File: config.mk
export PLATFORM = sky130hd
export DESIGN_NAME = uart_fifo_top_flat
export DESIGN_NICKNAME = d
export VERILOG_FILES = /design/src/rtl/uart_fifo_top_if.sv /design/src/rtl/uart_fifo_top.sv /design/src/flat_wrapper.sv
export SDC_FILE = /design/constraint.sdc
export NUM_CORES = 1
export LEC_CHECK = 0
export CAP_MARGIN = 20
export CORE_UTILIZATION = 44
export DETAILED_ROUTE_END_ITERATION = 10
export GPL_ROUTABILITY_DRIVEN = 0
export PLACE_DENSITY = 0.59
export SETUP_SLACK_MARGIN = 0.1
export SLEW_MARGIN = 20
export SYNTH_ARGS = -nofsm -noshare
export SYNTH_HDL_FRONTEND = slang
export SYNTH_SLANG_ARGS = --single-unit
File: constraint.sdc
create_clock -name CLK_i -period 3.91 [get_ports CLK_i]
set_input_delay 0.9775 -clock CLK_i [delete_from_list [all_inputs] [get_ports CLK_i]]
set_output_delay 0.9775 -clock CLK_i [all_outputs]
set_load 0.01 [all_outputs]
File: src/rtl/uart_fifo_top_if.sv
// ----------------------------------------------------------------------------
// uart_fifo_top_if
//  User-side byte streams of the UART: the RX FIFO head (valid/ready pop) and
//  the TX request (valid/ready push).
//  master : user logic  - consumes rx_*, drives tx_data/tx_valid and rx_ready
//  slave  : the UART    - drives rx_data/rx_valid and tx_ready
//  Signals:
//    rx_data_o  [DATA_BITS]  FIFO head (first-word-fall-through)
//    rx_valid_o              head is valid
//    rx_ready_i              pop the head when rx_valid_o is 1
//    tx_data_i  [DATA_BITS]  byte to send
//    tx_valid_i              send request
//    tx_ready_o              transmitter can accept a byte
// ----------------------------------------------------------------------------
interface uart_fifo_top_if #(
    parameter int DATA_BITS = 8
);
    logic [DATA_BITS-1:0] rx_data_o;
    logic                 rx_valid_o;
    logic                 rx_ready_i;
    logic [DATA_BITS-1:0] tx_data_i;
    logic                 tx_valid_i;
    logic                 tx_ready_o;

    modport master (
        input  rx_data_o, rx_valid_o, tx_ready_o,
        output rx_ready_i, tx_data_i, tx_valid_i
    );

    modport slave (
        output rx_data_o, rx_valid_o, tx_ready_o,
        input  rx_ready_i, tx_data_i, tx_valid_i
    );
endinterface

File: src/rtl/uart_fifo_top.sv
// ----------------------------------------------------------------------------
// uart_fifo_top
//  UART with 16x-oversampled receiver (parity and stop-bit checks), an RX FIFO,
//  a valid/ready transmitter and an echo mode that loops received bytes back.
//  Ports:
//    CLK_i, RSTn_i        clock, asynchronous active-low reset
//    RS232_RX_i           serial input (asynchronous)
//    RS232_TX_o           serial output, idle high
//    echo_en_i            1: FIFO head feeds TX, user streams held idle
//    usr                  user byte streams (uart_fifo_top_if.slave)
//    frame_err_o          1-cycle pulse, stop bit sampled low
//    parity_err_o         1-cycle pulse, parity mismatch
//    overflow_o           sticky, good byte arrived with FIFO full
//    LED_o                last good received byte, zero-extended
// ----------------------------------------------------------------------------
module uart_fifo_top #(
    parameter int DIV        = 78,
    parameter int DATA_BITS  = 8,
    parameter int PARITY     = 0,
    parameter int STOP_BITS  = 1,
    parameter int FIFO_DEPTH = 16
) (
    input  logic            CLK_i,
    input  logic            RSTn_i,
    input  logic            RS232_RX_i,
    output logic            RS232_TX_o,
    input  logic            echo_en_i,
    uart_fifo_top_if.slave  usr,
    output logic            frame_err_o,
    output logic            parity_err_o,
    output logic            overflow_o,
    output logic [7:0]      LED_o
);
    localparam int         CW        = $clog2(DIV);
    localparam int         AW        = $clog2(FIFO_DEPTH);
    localparam logic [2:0] LAST_BIT  = 3'(DATA_BITS - 1);
    localparam logic [4:0] STOP_LAST = 5'(16 * STOP_BITS - 1);

    typedef enum logic [2:0] {RX_IDLE, RX_START, RX_DATA, RX_PAR, RX_STOP} rx_state_t;
    typedef enum logic [2:0] {TX_IDLE, TX_WAIT, TX_START, TX_DATA, TX_PAR, TX_STOP} tx_state_t;

    function automatic logic par_of(input logic [DATA_BITS-1:0] d);
        return (PARITY == 1) ? ~(^d) : (^d);
    endfunction

    // ---------------- oversample tick ----------------
    logic [CW-1:0] tick_cnt_q, tick_cnt_d;
    logic          tick;

    assign tick       = (tick_cnt_q == CW'(DIV - 1));
    assign tick_cnt_d = tick ? '0 : tick_cnt_q + CW'(1);

    always_ff @(posedge CLK_i or negedge RSTn_i) begin
        if (!RSTn_i) tick_cnt_q <= '0;
        else         tick_cnt_q <= tick_cnt_d;
    end

    // ---------------- RX synchroniser + FSM ----------------
    logic                 rx_meta_q, rx_sync_q;
    rx_state_t            rx_state_q;
    logic [3:0]           rx_ph_q;
    logic [2:0]           rx_bit_q;
    logic [DATA_BITS-1:0] rx_shift_q;
    logic                 rx_par_q;
    logic                 frame_err_q, parity_err_q, rx_good_q;
    logic                 rx_bit_end, par_bad;

    assign rx_bit_end = tick && (rx_ph_q == 4'd15);
    assign par_bad    = (PARITY != 0) && (rx_par_q != par_of(rx_shift_q));

    always_ff @(posedge CLK_i or negedge RSTn_i) begin
        if (!RSTn_i) begin
            rx_meta_q    <= 1'b1;
            rx_sync_q    <= 1'b1;
            rx_state_q   <= RX_IDLE;
            rx_ph_q      <= '0;
            rx_bit_q     <= '0;
            frame_err_q  <= 1'b0;
            parity_err_q <= 1'b0;
            rx_good_q    <= 1'b0;
        end else begin
            rx_meta_q    <= RS232_RX_i;
            rx_sync_q    <= rx_meta_q;
            frame_err_q  <= 1'b0;
            parity_err_q <= 1'b0;
            rx_good_q    <= 1'b0;
            case (rx_state_q)
                RX_IDLE: if (!rx_sync_q) begin
                    rx_state_q <= RX_START;
                    rx_ph_q    <= '0;
                end
                // mid start bit: a line already back high was a glitch
                RX_START: if (tick) begin
                    if (rx_ph_q == 4'd7) begin
                        rx_ph_q    <= '0;
                        rx_bit_q   <= '0;
                        rx_state_q <= rx_sync_q ? RX_IDLE : RX_DATA;
                    end else begin
                        rx_ph_q <= rx_ph_q + 4'd1;
                    end
                end
                RX_DATA: if (tick) begin
                    rx_ph_q <= rx_ph_q + 4'd1;
                    if (rx_bit_end) begin
                        if (rx_bit_q == LAST_BIT) rx_state_q <= (PARITY != 0) ? RX_PAR : RX_STOP;
                        else                      rx_bit_q   <= rx_bit_q + 3'd1;
                    end
                end
                RX_PAR: if (tick) begin
                    rx_ph_q <= rx_ph_q + 4'd1;
                    if (rx_bit_end) rx_state_q <= RX_STOP;
                end
                // verdict is registered; the push happens the cycle after
                RX_STOP: if (tick) begin
                    rx_ph_q <= rx_ph_q + 4'd1;
                    if (rx_bit_end) begin
                        rx_state_q   <= RX_IDLE;
                        frame_err_q  <= !rx_sync_q;
                        parity_err_q <= par_bad;
                        rx_good_q    <= rx_sync_q && !par_bad;
                    end
                end
                default: rx_state_q <= RX_IDLE;
            endcase
        end
    end

    always_ff @(posedge CLK_i) begin
        if (rx_state_q == RX_DATA && rx_bit_end) rx_shift_q <= {rx_sync_q, rx_shift_q[DATA_BITS-1:1]};
        if (rx_state_q == RX_PAR && rx_bit_end)  rx_par_q   <= rx_sync_q;
    end

    // ---------------- RX FIFO ----------------
    logic [DATA_BITS-1:0] mem_q [FIFO_DEPTH];
    logic [AW:0]          wr_ptr_q, rd_ptr_q;
    logic                 empty, full, push, pop, echo_pop, user_pop;
    logic                 overflow_q;
    logic [7:0]           led_q;
    logic [DATA_BITS-1:0] head;
    tx_state_t            tx_state_q;

    assign empty    = (wr_ptr_q == rd_ptr_q);
    assign full     = (wr_ptr_q[AW] != rd_ptr_q[AW]) && (wr_ptr_q[AW-1:0] == rd_ptr_q[AW-1:0]);
    assign head     = mem_q[rd_ptr_q[AW-1:0]];
    assign echo_pop = echo_en_i && (tx_state_q == TX_IDLE) && !empty;
    assign user_pop = !echo_en_i && usr.rx_ready_i && !empty;
    assign pop      = echo_pop || user_pop;
    // a pop in the same cycle frees the slot a full FIFO needs
    assign push     = rx_good_q && (!full || pop);

    always_ff @(posedge CLK_i or negedge RSTn_i) begin
        if (!RSTn_i) begin
            wr_ptr_q   <= '0;
            rd_ptr_q   <= '0;
            overflow_q <= 1'b0;
            led_q      <= '0;
        end else begin
            if (push) wr_ptr_q <= wr_ptr_q + 1'b1;
            if (pop)  rd_ptr_q <= rd_ptr_q + 1'b1;
            if (rx_good_q && full && !pop) overflow_q <= 1'b1;
            if (rx_good_q) led_q <= 8'(rx_shift_q);
        end
    end

    always_ff @(posedge CLK_i) begin
        if (push) mem_q[wr_ptr_q[AW-1:0]] <= rx_shift_q;
    end

    // ---------------- TX FSM ----------------
    logic                 txd_q;
    logic [4:0]           tx_cnt_q;
    logic [2:0]           tx_bit_q;
    logic [DATA_BITS-1:0] tx_shift_q, tx_in;
    logic                 tx_par_q;
    logic                 tx_accept, tx_bit_end;

    assign tx_in      = echo_en_i ? head : usr.tx_data_i;
    assign tx_accept  = (tx_state_q == TX_IDLE) && (echo_en_i ? !empty : usr.tx_valid_i);
    assign tx_bit_end = tick && (tx_cnt_q == 5'd15);

    always_ff @(posedge CLK_i or negedge RSTn_i) begin
        if (!RSTn_i) begin
            tx_state_q <= TX_IDLE;
            txd_q      <= 1'b1;
            tx_cnt_q   <= '0;
            tx_bit_q   <= '0;
        end else begin
            case (tx_state_q)
                TX_IDLE: if (tx_accept) tx_state_q <= TX_WAIT;
                // align the start bit to the tick grid
                TX_WAIT: if (tick) begin
                    txd_q      <= 1'b0;
                    tx_cnt_q   <= '0;
                    tx_state_q <= TX_START;
                end
                TX_START: if (tick) begin
                    tx_cnt_q <= tx_bit_end ? 5'd0 : tx_cnt_q + 5'd1;
                    if (tx_bit_end) begin
                        txd_q      <= tx_shift_q[0];
                        tx_bit_q   <= '0;
                        tx_state_q <= TX_DATA;
                    end
                end
                TX_DATA: if (tick) begin
                    tx_cnt_q <= tx_bit_end ? 5'd0 : tx_cnt_q + 5'd1;
                    if (tx_bit_end) begin
                        if (tx_bit_q != LAST_BIT) begin
                            tx_bit_q <= tx_bit_q + 3'd1;
                            txd_q    <= tx_shift_q[1];
                        end else if (PARITY != 0) begin
                            txd_q      <= tx_par_q;
                            tx_state_q <= TX_PAR;
                        end else begin
                            txd_q      <= 1'b1;
                            tx_state_q <= TX_STOP;
                        end
                    end
                end
                TX_PAR: if (tick) begin
                    tx_cnt_q <= tx_bit_end ? 5'd0 : tx_cnt_q + 5'd1;
                    if (tx_bit_end) begin
                        txd_q      <= 1'b1;
                        tx_state_q <= TX_STOP;
                    end
                end
                TX_STOP: if (tick) begin
                    if (tx_cnt_q == STOP_LAST) begin
                        tx_cnt_q   <= '0;
                        tx_state_q <= TX_IDLE;
                    end else begin
                        tx_cnt_q <= tx_cnt_q + 5'd1;
                    end
                end
                default: tx_state_q <= TX_IDLE;
            endcase
        end
    end

    always_ff @(posedge CLK_i) begin
        if (tx_accept) begin
            tx_shift_q <= tx_in;
            tx_par_q   <= par_of(tx_in);
        end else if (tx_state_q == TX_DATA && tx_bit_end) begin
            tx_shift_q <= tx_shift_q >> 1;
        end
    end

    // ---------------- outputs ----------------
    assign RS232_TX_o     = txd_q;
    assign usr.rx_data_o  = head;
    assign usr.rx_valid_o = !empty && !echo_en_i;
    assign usr.tx_ready_o = (tx_state_q == TX_IDLE) && !echo_en_i;
    assign frame_err_o    = frame_err_q;
    assign parity_err_o   = parity_err_q;
    assign overflow_o     = overflow_q;
    assign LED_o          = led_q;
endmodule
File: src/flat_wrapper.sv
// flat-port wrapper written by rule: the top's interface ports become plain ports
module uart_fifo_top_flat 
#(
    parameter int DIV        = 78,
    parameter int DATA_BITS  = 8,
    parameter int PARITY     = 0,
    parameter int STOP_BITS  = 1,
    parameter int FIFO_DEPTH = 16
)
  (CLK_i, RSTn_i, RS232_RX_i, RS232_TX_o, echo_en_i, frame_err_o, parity_err_o, overflow_o, LED_o, usr_rx_data_o, usr_rx_valid_o, usr_tx_ready_o, usr_rx_ready_i, usr_tx_data_i, usr_tx_valid_i);
  uart_fifo_top_if #(.DATA_BITS(DATA_BITS)) usr_i ();
  input  logic CLK_i;
  input  logic RSTn_i;
  input  logic RS232_RX_i;
  output logic RS232_TX_o;
  input  logic echo_en_i;
  output logic frame_err_o;
  output logic parity_err_o;
  output logic overflow_o;
  output logic [7:0] LED_o;
  output wire logic [$bits(usr_i.rx_data_o)-1:0] usr_rx_data_o;
  output wire logic [$bits(usr_i.rx_valid_o)-1:0] usr_rx_valid_o;
  output wire logic [$bits(usr_i.tx_ready_o)-1:0] usr_tx_ready_o;
  input wire logic [$bits(usr_i.rx_ready_i)-1:0] usr_rx_ready_i;
  input wire logic [$bits(usr_i.tx_data_i)-1:0] usr_tx_data_i;
  input wire logic [$bits(usr_i.tx_valid_i)-1:0] usr_tx_valid_i;
  assign usr_rx_data_o = usr_i.rx_data_o;
  assign usr_rx_valid_o = usr_i.rx_valid_o;
  assign usr_tx_ready_o = usr_i.tx_ready_o;
  assign usr_i.rx_ready_i = usr_rx_ready_i;
  assign usr_i.tx_data_i = usr_tx_data_i;
  assign usr_i.tx_valid_i = usr_tx_valid_i;
  uart_fifo_top #(.DIV(DIV), .DATA_BITS(DATA_BITS), .PARITY(PARITY), .STOP_BITS(STOP_BITS), .FIFO_DEPTH(FIFO_DEPTH)) u_core (.CLK_i(CLK_i), .RSTn_i(RSTn_i), .RS232_RX_i(RS232_RX_i), .RS232_TX_o(RS232_TX_o), .echo_en_i(echo_en_i), .usr(usr_i), .frame_err_o(frame_err_o), .parity_err_o(parity_err_o), .overflow_o(overflow_o), .LED_o(LED_o));
endmodule
==> run metrics <==
starting density of the core=45.4%; #FFs+latches synth=196; Post-Synthesis Net Count=556; mean post-synth cell area=15.6 sq um; status=finished, violations left; antenna cells=0; Post-Synthesis Cells=529; Iteration-0 DRC Markers=298; worst vdd ir=0.348 mV; Critical Path Start Type=register; via count=4465; sequential cell area fraction in the yosys report=68.1%; reg2reg start=u_core.tx_state_q[1]; Avg WL per Cell=20.3 um; postcts setup bufs=0; Hold Crit Start=u_core.rx_meta_q; all-layer global routing usage=18.2%; max frequency=278 MHz; Slew @ Worst Pin=0.844 ns; share of cells above drive strength 1=16.4%; depth of the CTS H-tree=4; clk slew on worst S/H paths=0.07 ns; initial antenna violation count=0; clk sinks=196; asr flop ratio synth=26.5%; RSZ-0062 raised after global routing=no; CP endpoint kind=primary output; final hold violation count=0; Main synth FF type=edfxtp_1; final setup fails=0; Rows=49; gr ovfl total=0; Residual DRC=3; Root Buffer=clkbuf_16; Rel. slew slack=43.7%; post-detail-place hpwl=10900 um; Hold Crit Depth=0; Final ANT Viol Nets=0; Die Y=139 um; TritonCTS clock tree=done; post-cts resize count=0; I/O Pins=36; clock latency at the later pin of the worst-skew pair=0.42 ns; critical path type=register to primary output; number of synthesized flops with an enable pin=144; mapped cell area=0.00827 sq mm; max_cap viols=0; CTS Buffer Depth=2; fin crit period=3.60 ns; WP data required=2.93 ns; synthesis-to-layout area growth=13.5%; Hold EP=u_core.rx_sync_q; Reg2Reg Setup Slack=1.41 ns; commonest cells after routing, fill and taps aside=144 x edfxtp_1, 48 x dfrtp_1, 33 x clkdlybuf4s50_1; DR vias/cell=5.56; clock skew=0.00945 ns; vias in the first global route=4601; CTS Buf Count=17; fin util=51.5%; R2R Path End=u_core.mem_q[11][3]; largest net degree at the start of global routing=37; Hold-fix buffers, CTS=0; area of the core=0.0182 sq mm; final period utilization=92.2%; final slew viol count=0; wirelength, routed=16300 um; width of the die=139 um; CP arrival=2.63 ns; first-pass GRT wire length=26000 um; Static Leak=3.38 nW; distinct cell type count after synthesis=57; IO buf count=34; setup tns final=0 ns; Worst Path Max Fanout=35; most common cell after layout, fill and taps aside=edfxtp_1; final net count=588; P per Cell Area=549 mW/mm^2; Syn. warnings=0; first-pass iteration count of the detailed router=7; DIE AREA=0.0193 sq mm; FF-to-FF path depth=5; Hold Path Class=register to register; violated checks=DRC
[Yosys cell counts (6+ instances only)]
master	instances	share of area, %
a22oi_1	17	1.5
xnor2_1	10	1.1
nor3_1	10	0.61
dfrtp_1	49	15
mux2_2	9	1.2
nor2_1	25	1.1
buf_2	9	0.54
clkbuf_1	17	0.77
and3_1	15	1.1
inv_1	12	0.54
nor2b_1	6	0.45
o21ai_0	13	0.79
a31oi_1	6	0.45
nand4_1	6	0.45
edfxtp_1	144	52
ha_1	13	2.0
a21oi_1	16	0.97
xor2_1	9	0.95
and2_1	6	0.45
nand2_1	32	1.5
mux2i_1	12	1.5
nand3_1	8	0.48
mux4_2	32	8.7
[worst max-delay path: stages (launching register included)]
cell and delay (ns):
dfrtp_2 0.39, buf_12 0.28, mux4_2 0.54, a22oi_1 0.33, nand2_1 0.13, clkdlybuf4s50_1 0.49
[registers in the layout, indices dropped and copies added (netlist names)]
name / flops
u_core.frame_err_o: 1
u_core.tx_shift_q: 8
u_core.rx_meta_q: 1
u_core.rx_shift_q: 8
u_core.tx_bit_q: 3
u_core.tx_cnt_q: 5
u_core.mem_q: 128
u_core.rx_good_q: 1
u_core.RS232_TX_o: 1
u_core.overflow_o: 1
u_core.rx_bit_q: 3
u_core.tx_state_q: 3
u_core.LED_o: 8
u_core.rx_state_q: 3
u_core.rx_sync_q: 1
u_core.wr_ptr_q: 5
u_core.rd_ptr_q: 5
u_core.rx_ph_q: 4
u_core.tick_cnt_q: 7
[metal layers]
metal | track usage, % | part of all wire [%] | vias up
met1 | 24.5 | 44 | 2272
met5 | 0 | 0 | -
li1 | - | - | 2089
met3 | 2.97 | 4.7 | 17
met2 | 29.9 | 49 | 87
met4 | 6.55 | 1.5 | 0
[where the power goes]
part / switching (mW) / internal, mW
Combinational: 0.640 / 0.617
Clock: 0.727 / 0.870
Sequential: 0.0428 / 2.25
[final cells by class]
class	instances	area, sq um
repair buffers	45	430
clock buffers	18	429
well taps	229	287
multi-input cells	289	2450
fillers	1496	8820
inverters	12	45.0
flip-flops and latches	196	5630
clock inverters	14	115
[cell families after synthesis]
kind of cell             share of synthesized area (%)
flip-flops                                        68.1
AND/OR/NAND/NOR                                   8.73
AO/OA/AOI/OAI                                     5.47
multiplexers                                      11.4
buffers and inverters                             2.27
XOR/XNOR                                          2.01
adder cells (fa/ha/maj)                           1.97
other                                           0.0454
[stage by stage]
stage / hold slack [ns] / area [sq um] / setup WS (ns) / total power, mW / std cells
6_report: 0.357 / 9390 / 0.307 / 5.15 / 803
5_1_grt: 0.362 / 9390 / 0.172 / 5.38 / 803
4_1_cts: 0.357 / 9390 / 0.291 / 5.21 / 803
3_5_place_dp: 0.347 / 8840 / 0.665 / 3.62 / 771
3_3_place_gp: 0.346 / 8840 / 0.661 / 3.60 / 771
2_1_floorplan: 0.345 / 8270 / 1.04 / 3.14 / 529
[how the worst max path moves through the flow]
stage                        from                  to  cells past startpoint
2_1_floorplan           echo_en_i  u_core.mem_q[3][0]                      6
3_3_place_gp            echo_en_i      usr_tx_ready_o                      3
3_5_place_dp            echo_en_i      usr_tx_ready_o                      3
4_1_cts        u_core.rd_ptr_q[0]    usr_rx_data_o[3]                      5
5_1_grt        u_core.rd_ptr_q[2]    usr_rx_data_o[3]                      4
6_report       u_core.rd_ptr_q[0]    usr_rx_data_o[7]                      5
Power figures use the tool's default switching activity.
